==> config.mk <==
export PLATFORM = sky130hd
export DESIGN_NAME = m_uart_rx
export DESIGN_NICKNAME = d
export VERILOG_FILES = /design/src/rtl/uart_pkg.sv /design/src/rtl/m_uart_rx_sync.sv /design/src/rtl/m_uart_rx.sv
export SDC_FILE = /design/constraint.sdc
export NUM_CORES = 1
export LEC_CHECK = 0
export CAP_MARGIN = 30
export CORE_ASPECT_RATIO = 1.2
export CORE_MARGIN = 5
export CORE_UTILIZATION = 60
export DETAILED_ROUTE_END_ITERATION = 8
export PLACE_DENSITY = 0.91
export SETUP_SLACK_MARGIN = 0.3
export SYNTH_ARGS = -nofsm -noshare
export SYNTH_HDL_FRONTEND = slang
export SYNTH_SLANG_ARGS = --single-unit
==> constraint.sdc <==
create_clock -name i_clk -period 5.05 [get_ports i_clk]
set_clock_uncertainty 0.1 [all_clocks]
set_input_delay 1.01 -clock i_clk [delete_from_list [all_inputs] [get_ports i_clk]]
set_output_delay 1.01 -clock i_clk [all_outputs]
set_load 0.05 [all_outputs]
==> src/rtl/uart_pkg.sv <==
// Shared definitions for the UART receive path: FSM encoding, bit-timing helper
// and the frame delimiters used by the downstream decoder chain.
package uart_pkg;

    typedef enum logic [2:0] {
        IDLE   = 3'd0,
        START  = 3'd1,
        DATA   = 3'd2,
        PARITY = 3'd3,
        STOP   = 3'd4,
        BREAK  = 3'd5
    } uart_state_t;

    localparam logic [7:0] DATA_FRAME_HEADER = 8'h40;
    localparam logic [7:0] DATA_FRAME_TAIL   = 8'hbc;

    // Clocks per bit, rounded to the nearest integer.
    function automatic int calc_cpb(input int clk_hz, input int baud);
        return (clk_hz + baud / 2) / baud;
    endfunction

endpackage

==> src/rtl/m_uart_rx_sync.sv <==
// Line conditioning for the UART receiver: 2-FF synchronizer, 3-sample majority
// filter and falling-edge detector on the synchronized line.
module m_uart_rx_sync
    import uart_pkg::*;
(
    input  logic i_clk,
    input  logic i_rst,
    input  logic i_rxd,
    output logic o_s_line,
    output logic o_s_bit,
    output logic o_s_fall
);

    logic       r_meta;
    logic       r_sync;
    logic [2:0] r_hist;

    // Everything resets to 1 so an idle line never looks like a start edge.
    always_ff @(posedge i_clk or posedge i_rst) begin
        if (i_rst) begin
            r_meta <= 1'b1;
            r_sync <= 1'b1;
            r_hist <= 3'b111;
        end else begin
            r_meta <= i_rxd;
            r_sync <= r_meta;
            r_hist <= {r_hist[1:0], r_sync};
        end
    end

    assign o_s_line = r_sync;
    assign o_s_bit  = (r_hist[0] & r_hist[1]) | (r_hist[0] & r_hist[2]) | (r_hist[1] & r_hist[2]);
    // r_hist[0] is the synchronized line one cycle earlier.
    assign o_s_fall = r_hist[0] & ~r_sync;

endmodule

==> src/rtl/m_uart_rx.sv <==
// UART receiver (8 data bits, optional parity, 1 stop bit) producing byte strobes
// plus framing/parity error pulses for the frame decoder.
module m_uart_rx
    import uart_pkg::*;
#(
    parameter int CLK_HZ     = 50_000_000,
    parameter int BAUD       = 115200,
    parameter int PARITY_EN  = 0,
    parameter int PARITY_ODD = 0
) (
    input  logic       i_clk,
    input  logic       i_rst,
    input  logic       i_rxd,
    output logic       o_rx_en,
    output logic [7:0] o_rx_data,
    output logic       o_frame_err,
    output logic       o_parity_err,
    output logic       o_busy
);

    localparam int   CPB    = calc_cpb(CLK_HZ, BAUD);
    localparam int   CNT_W  = $clog2(CPB);
    localparam logic ODD    = (PARITY_ODD != 0);

    if (CPB < 8) begin : g_cpb_check
        $error("m_uart_rx: clocks per bit (%0d) must be at least 8", CPB);
    end

    localparam logic [CNT_W-1:0] CNT_LAST = CNT_W'(CPB - 1);
    localparam logic [CNT_W-1:0] CNT_HALF = CNT_W'(CPB / 2 - 1);

    logic w_s_line;
    logic w_s_bit;
    logic w_s_fall;
    logic w_sample;

    uart_state_t      r_state;
    logic [CNT_W-1:0] r_clk_cnt;
    logic [2:0]       r_bit_cnt;
    logic [7:0]       r_shift;
    logic             r_par_bad;
    logic             r_rx_en;
    logic [7:0]       r_rx_data;
    logic             r_frame_err;
    logic             r_parity_err;
    logic             r_busy;

    m_uart_rx_sync u_sync (
        .i_clk    (i_clk),
        .i_rst    (i_rst),
        .i_rxd    (i_rxd),
        .o_s_line (w_s_line),
        .o_s_bit  (w_s_bit),
        .o_s_fall (w_s_fall)
    );

    assign w_sample = (r_clk_cnt == CNT_LAST);

    always_ff @(posedge i_clk or posedge i_rst) begin
        if (i_rst) begin
            r_state      <= IDLE;
            r_clk_cnt    <= '0;
            r_bit_cnt    <= '0;
            r_shift      <= '0;
            r_par_bad    <= 1'b0;
            r_rx_en      <= 1'b0;
            r_rx_data    <= '0;
            r_frame_err  <= 1'b0;
            r_parity_err <= 1'b0;
            r_busy       <= 1'b0;
        end else begin
            r_rx_en      <= 1'b0;
            r_frame_err  <= 1'b0;
            r_parity_err <= 1'b0;
            case (r_state)
                IDLE: begin
                    if (w_s_fall) begin
                        r_clk_cnt <= '0;
                        r_bit_cnt <= '0;
                        r_par_bad <= 1'b0;
                        r_busy    <= 1'b1;
                        r_state   <= START;
                    end
                end
                START: begin
                    // Half a bit in: realign the counter so later samples land mid-bit.
                    if (r_clk_cnt == CNT_HALF) begin
                        r_clk_cnt <= '0;
                        if (w_s_bit) begin
                            r_busy  <= 1'b0;
                            r_state <= IDLE;
                        end else begin
                            r_state <= DATA;
                        end
                    end else begin
                        r_clk_cnt <= r_clk_cnt + 1'b1;
                    end
                end
                DATA: begin
                    if (w_sample) begin
                        r_clk_cnt <= '0;
                        r_shift   <= {w_s_bit, r_shift[7:1]};
                        r_bit_cnt <= r_bit_cnt + 1'b1;
                        if (r_bit_cnt == 3'd7) begin
                            r_state <= (PARITY_EN != 0) ? PARITY : STOP;
                        end
                    end else begin
                        r_clk_cnt <= r_clk_cnt + 1'b1;
                    end
                end
                PARITY: begin
                    if (w_sample) begin
                        r_clk_cnt <= '0;
                        r_par_bad <= ((^r_shift) ^ w_s_bit) != ODD;
                        r_state   <= STOP;
                    end else begin
                        r_clk_cnt <= r_clk_cnt + 1'b1;
                    end
                end
                STOP: begin
                    // Leaving at mid-stop-bit gives half a bit of slack for the next start edge.
                    if (w_sample) begin
                        r_clk_cnt <= '0;
                        if (w_s_bit) begin
                            if (r_par_bad) begin
                                r_parity_err <= 1'b1;
                            end else begin
                                r_rx_en   <= 1'b1;
                                r_rx_data <= r_shift;
                            end
                            r_busy  <= 1'b0;
                            r_state <= IDLE;
                        end else begin
                            r_frame_err <= 1'b1;
                            r_state     <= BREAK;
                        end
                    end else begin
                        r_clk_cnt <= r_clk_cnt + 1'b1;
                    end
                end
                BREAK: begin
                    if (w_s_line) begin
                        r_busy  <= 1'b0;
                        r_state <= IDLE;
                    end
                end
                default: begin
                    r_busy  <= 1'b0;
                    r_state <= IDLE;
                end
            endcase
        end
    end

    assign o_rx_en      = r_rx_en;
    assign o_rx_data    = r_rx_data;
    assign o_frame_err  = r_frame_err;
    assign o_parity_err = r_parity_err;
    assign o_busy       = r_busy;

endmodule

==> results.toml <==
[run_status]
outcome = "finished, final reports clean"

[drt]
viasPerCell = 6.34
wl_per_cell_um = 17.1
wl_met1_mm = 1.68
wl_met3_um = 254
wl_mm = 4.08
top_layer = "met4"
wl_met2_mm = 2.11
num_vias = 1508
first_iter_violations = 138
drt-pass1-iter-count = 4
ant_nets = 0
drc = 0

[synth]
synth_area_um2 = 2040
synth_cells = 185
synth_seq_cells = 41
yosys-top-cells-area = "dfrtp_1 (44%), dfstp_2 (6.4%), mux2_4 (5.9%)"
synth.avg_cell_area_um2 = 11.0
synth.top_cell.area_share = 0.442
ys_seq_area_frac = 0.507
ys_types = 42
synth_warnings = 0
synth_fp_nets = 193
synth_largest_area_cell = "dfrtp_1"

[grt]
grt-ovfl-total = 0
grt_pass1_vias = 1501
grt_pass1_wl_mm = 7.07
grt_start_max_net_pins = 42
antenna_found_initial = 0
grt_usage = 0.195

[timing]
rsz0062_at_grt = "false"
finalHoldViolCount = 0
min_period_over_period = 0.513
worstMarginPinSlew_ps = 875
setup_tns_ps = 0
finalSetupViolCount = 0
timing.hold.ws_ps = 264
report.final.slew_viol_count = 0
max_freq_mhz = 386
setup_slack_ps = 2460
slew_headroom = 0.417
period_needed_ps = 2590

[worst_setup_path]
worstPathMaxFanout = 2
critPathArrivalTime_ps = 1480
cp_num_buf_inv = 1
cp-end-kind = "primary output"
crit_chain = "clkdlybuf4s50_1"
cpLargestDelayFamily = "buffers and inverters"
cpMaxStageDelayCell = "clkdlybuf4s50_1"
cp-start-kind = "register"
worst-setup-path-type = "register to primary output"
cp.required_ps = 3940
slowest_delay_ps = 810

[floorplan]
fp.dieArea_um2 = 4670
pin_count = 15
die_w_um = 63.2
core_area_um2 = 3310
initial_core_util = 0.616
die_height_um = 73.8
rows = 23

[cts]
tritoncts = "built"
numCtsBuffers = 5
path_clk_slew_ps = 80
cts_root_buf = "clkbuf_8"
cts.repair.resized = 0
ctsLongestPathBuffers = 2
holdBufCountCts = 0
htree_num_levels = 2
postCtsSetupBuffers = 0
clock_sinks = 41
clkLatencyLatePin_ps = 300

[flow_run]
cap_viol_max_count = 0

[power_and_ir_drop]
power.leakage_nw = 1.07
power.density_nw_per_um2 = 362
design_power_total_uw = 828
irDropWorstVdd_uv = 383

[placed_design]
port_buffers = 14
routabilityCongestion = 0.863
place_ws_ps = 2730
dp_hpwl_mm = 2.74
dpl_cell_area_um2 = 2190
dp.cells = 230

[final_layout]
syn_to_final_growth_pct = 12.3
layout-drive-gt1-share = 0.164
fin_nets = 208
postLayoutCoreUtil = 0.691
fin_area_um2 = 2290
n_fill_cell = 217
fin_cells = 238
num_antenna_cells = 0

[min_path]
hp-class = "register to register"
[power by group]
group / leakage, nW / switching [mW] / internal [mW]
logic: 0.470 / 0.129 / 0.0745
clock network: 0.0512 / 0.114 / 0.111
registers: 0.548 / 0.0432 / 0.357
total: 1.07 / 0.286 / 0.542
[cells in the final DEF (no fill, tap or decap), drive strengths merged, types with 2 or more instances in the layout]
| master | n |
|---|---|
| clkinv | 2 |
| o221ai | 2 |
| o21ai | 19 |
| inv | 12 |
| a21oi | 4 |
| o211ai | 3 |
| xnor2 | 6 |
| a211oi | 3 |
| and2 | 3 |
| o22ai | 5 |
| clkbuf | 6 |
| nor3 | 6 |
| clkdlybuf4s50 | 14 |
| nand4 | 3 |
| a22oi | 2 |
| nor2b | 3 |
| nand2 | 12 |
| dfstp | 5 |
| mux2 | 16 |
| ha | 5 |
| nor4 | 2 |
| and4b | 2 |
| nor2 | 6 |
| nand3 | 7 |
| buf | 2 |
| dfrtp | 36 |
| or3b | 2 |
[synthesized netlist by cell type]
library cell,number
nand4_1,3
xnor2_1,6
o2bb2ai_1,1
nand2b_1,1
nand3_1,7
buf_4,1
ha_1,5
inv_1,12
o21a_1,1
nor4bb_1,1
a311oi_1,1
o2111ai_1,1
o22ai_1,5
and2_1,3
clkbuf_1,5
a21oi_1,4
a31oi_1,1
o21ai_0,19
mux2i_1,1
maj3_1,1
nor2b_1,3
mux2_2,8
o211ai_1,3
buf_6,1
a211oi_1,3
dfrtp_1,36
nor3_1,6
a22oi_1,2
or2_2,1
or4_4,1
or3b_2,1
nor2_1,6
xnor3_1,1
and4b_1,2
nor4_1,2
mux2_4,8
nand2_1,12
buf_2,1
and4bb_1,1
dfstp_2,5
or3b_1,1
o221ai_1,2
[path summary, 6_finish.rpt]
path	end	startpoint	slack, ps	depth (start not counted)
max in group asynchronous	u_sync.r_hist[1]$_DFF_PP1_	i_rst	3440	3
min reg2reg	u_sync.o_s_line$_DFF_PP1_	u_sync.r_meta$_DFF_PP1_	260	0
min	u_sync.o_s_line$_DFF_PP1_	u_sync.r_meta$_DFF_PP1_	260	0
min in group asynchronous	o_rx_data[1]$_DFFE_PP0P_	i_rst	1040	3
max	o_rx_data[6]	o_rx_data[6]$_DFFE_PP0P_	2460	1
max reg2reg	r_state[1]$_DFFE_PP0P_	r_state[0]$_DFFE_PP0P_	2620	4
[kinds of logic (layout without fill, tap and decap cells)]
group | after synthesis | in the layout | synth area share
buffers and inverters | 20 | 36 | 0.0430
adder cells (fa/ha/maj) | 6 | 6 | 0.0356
XOR/XNOR | 7 | 7 | 0.0369
AND/OR/NAND/NOR | 51 | 51 | 0.140
flip-flops | 41 | 41 | 0.507
multiplexers | 17 | 17 | 0.108
AO/OA/AOI/OAI | 43 | 43 | 0.130
[layer usage]
metal | up-vias | global-route usage
met4 | 0 | 0.0693
met1 | 747 | 0.244
met3 | 4 | 0.0612
met2 | 63 | 0.319
met5 | - | 0
li1 | 694 | -
[sequential cells by signal (all words and copies together) (netlist names)]
register and flops:
r_bit_cnt 3, r_par_bad 1, o_parity_err 1, u_sync.r_meta 1, o_busy 1, o_frame_err 1
r_shift 8, o_rx_en 1, o_rx_data 8, u_sync.o_s_line 1, r_clk_cnt 9, r_state 3
u_sync.r_hist 3
[area by class of cell]
class	count	area (um2)	share of cell area
inverter	12	45.0	0.0197
clock inverter	2	13.8	0.00601
multi-input combinational	124	917	0.401
clock buffer	6	82.6	0.0361
tap	37	46.3	0.0202
timing repair buffer	16	151	0.0662
sequential	41	1030	0.451
Note: power is estimated with default switching activity, not from simulation.
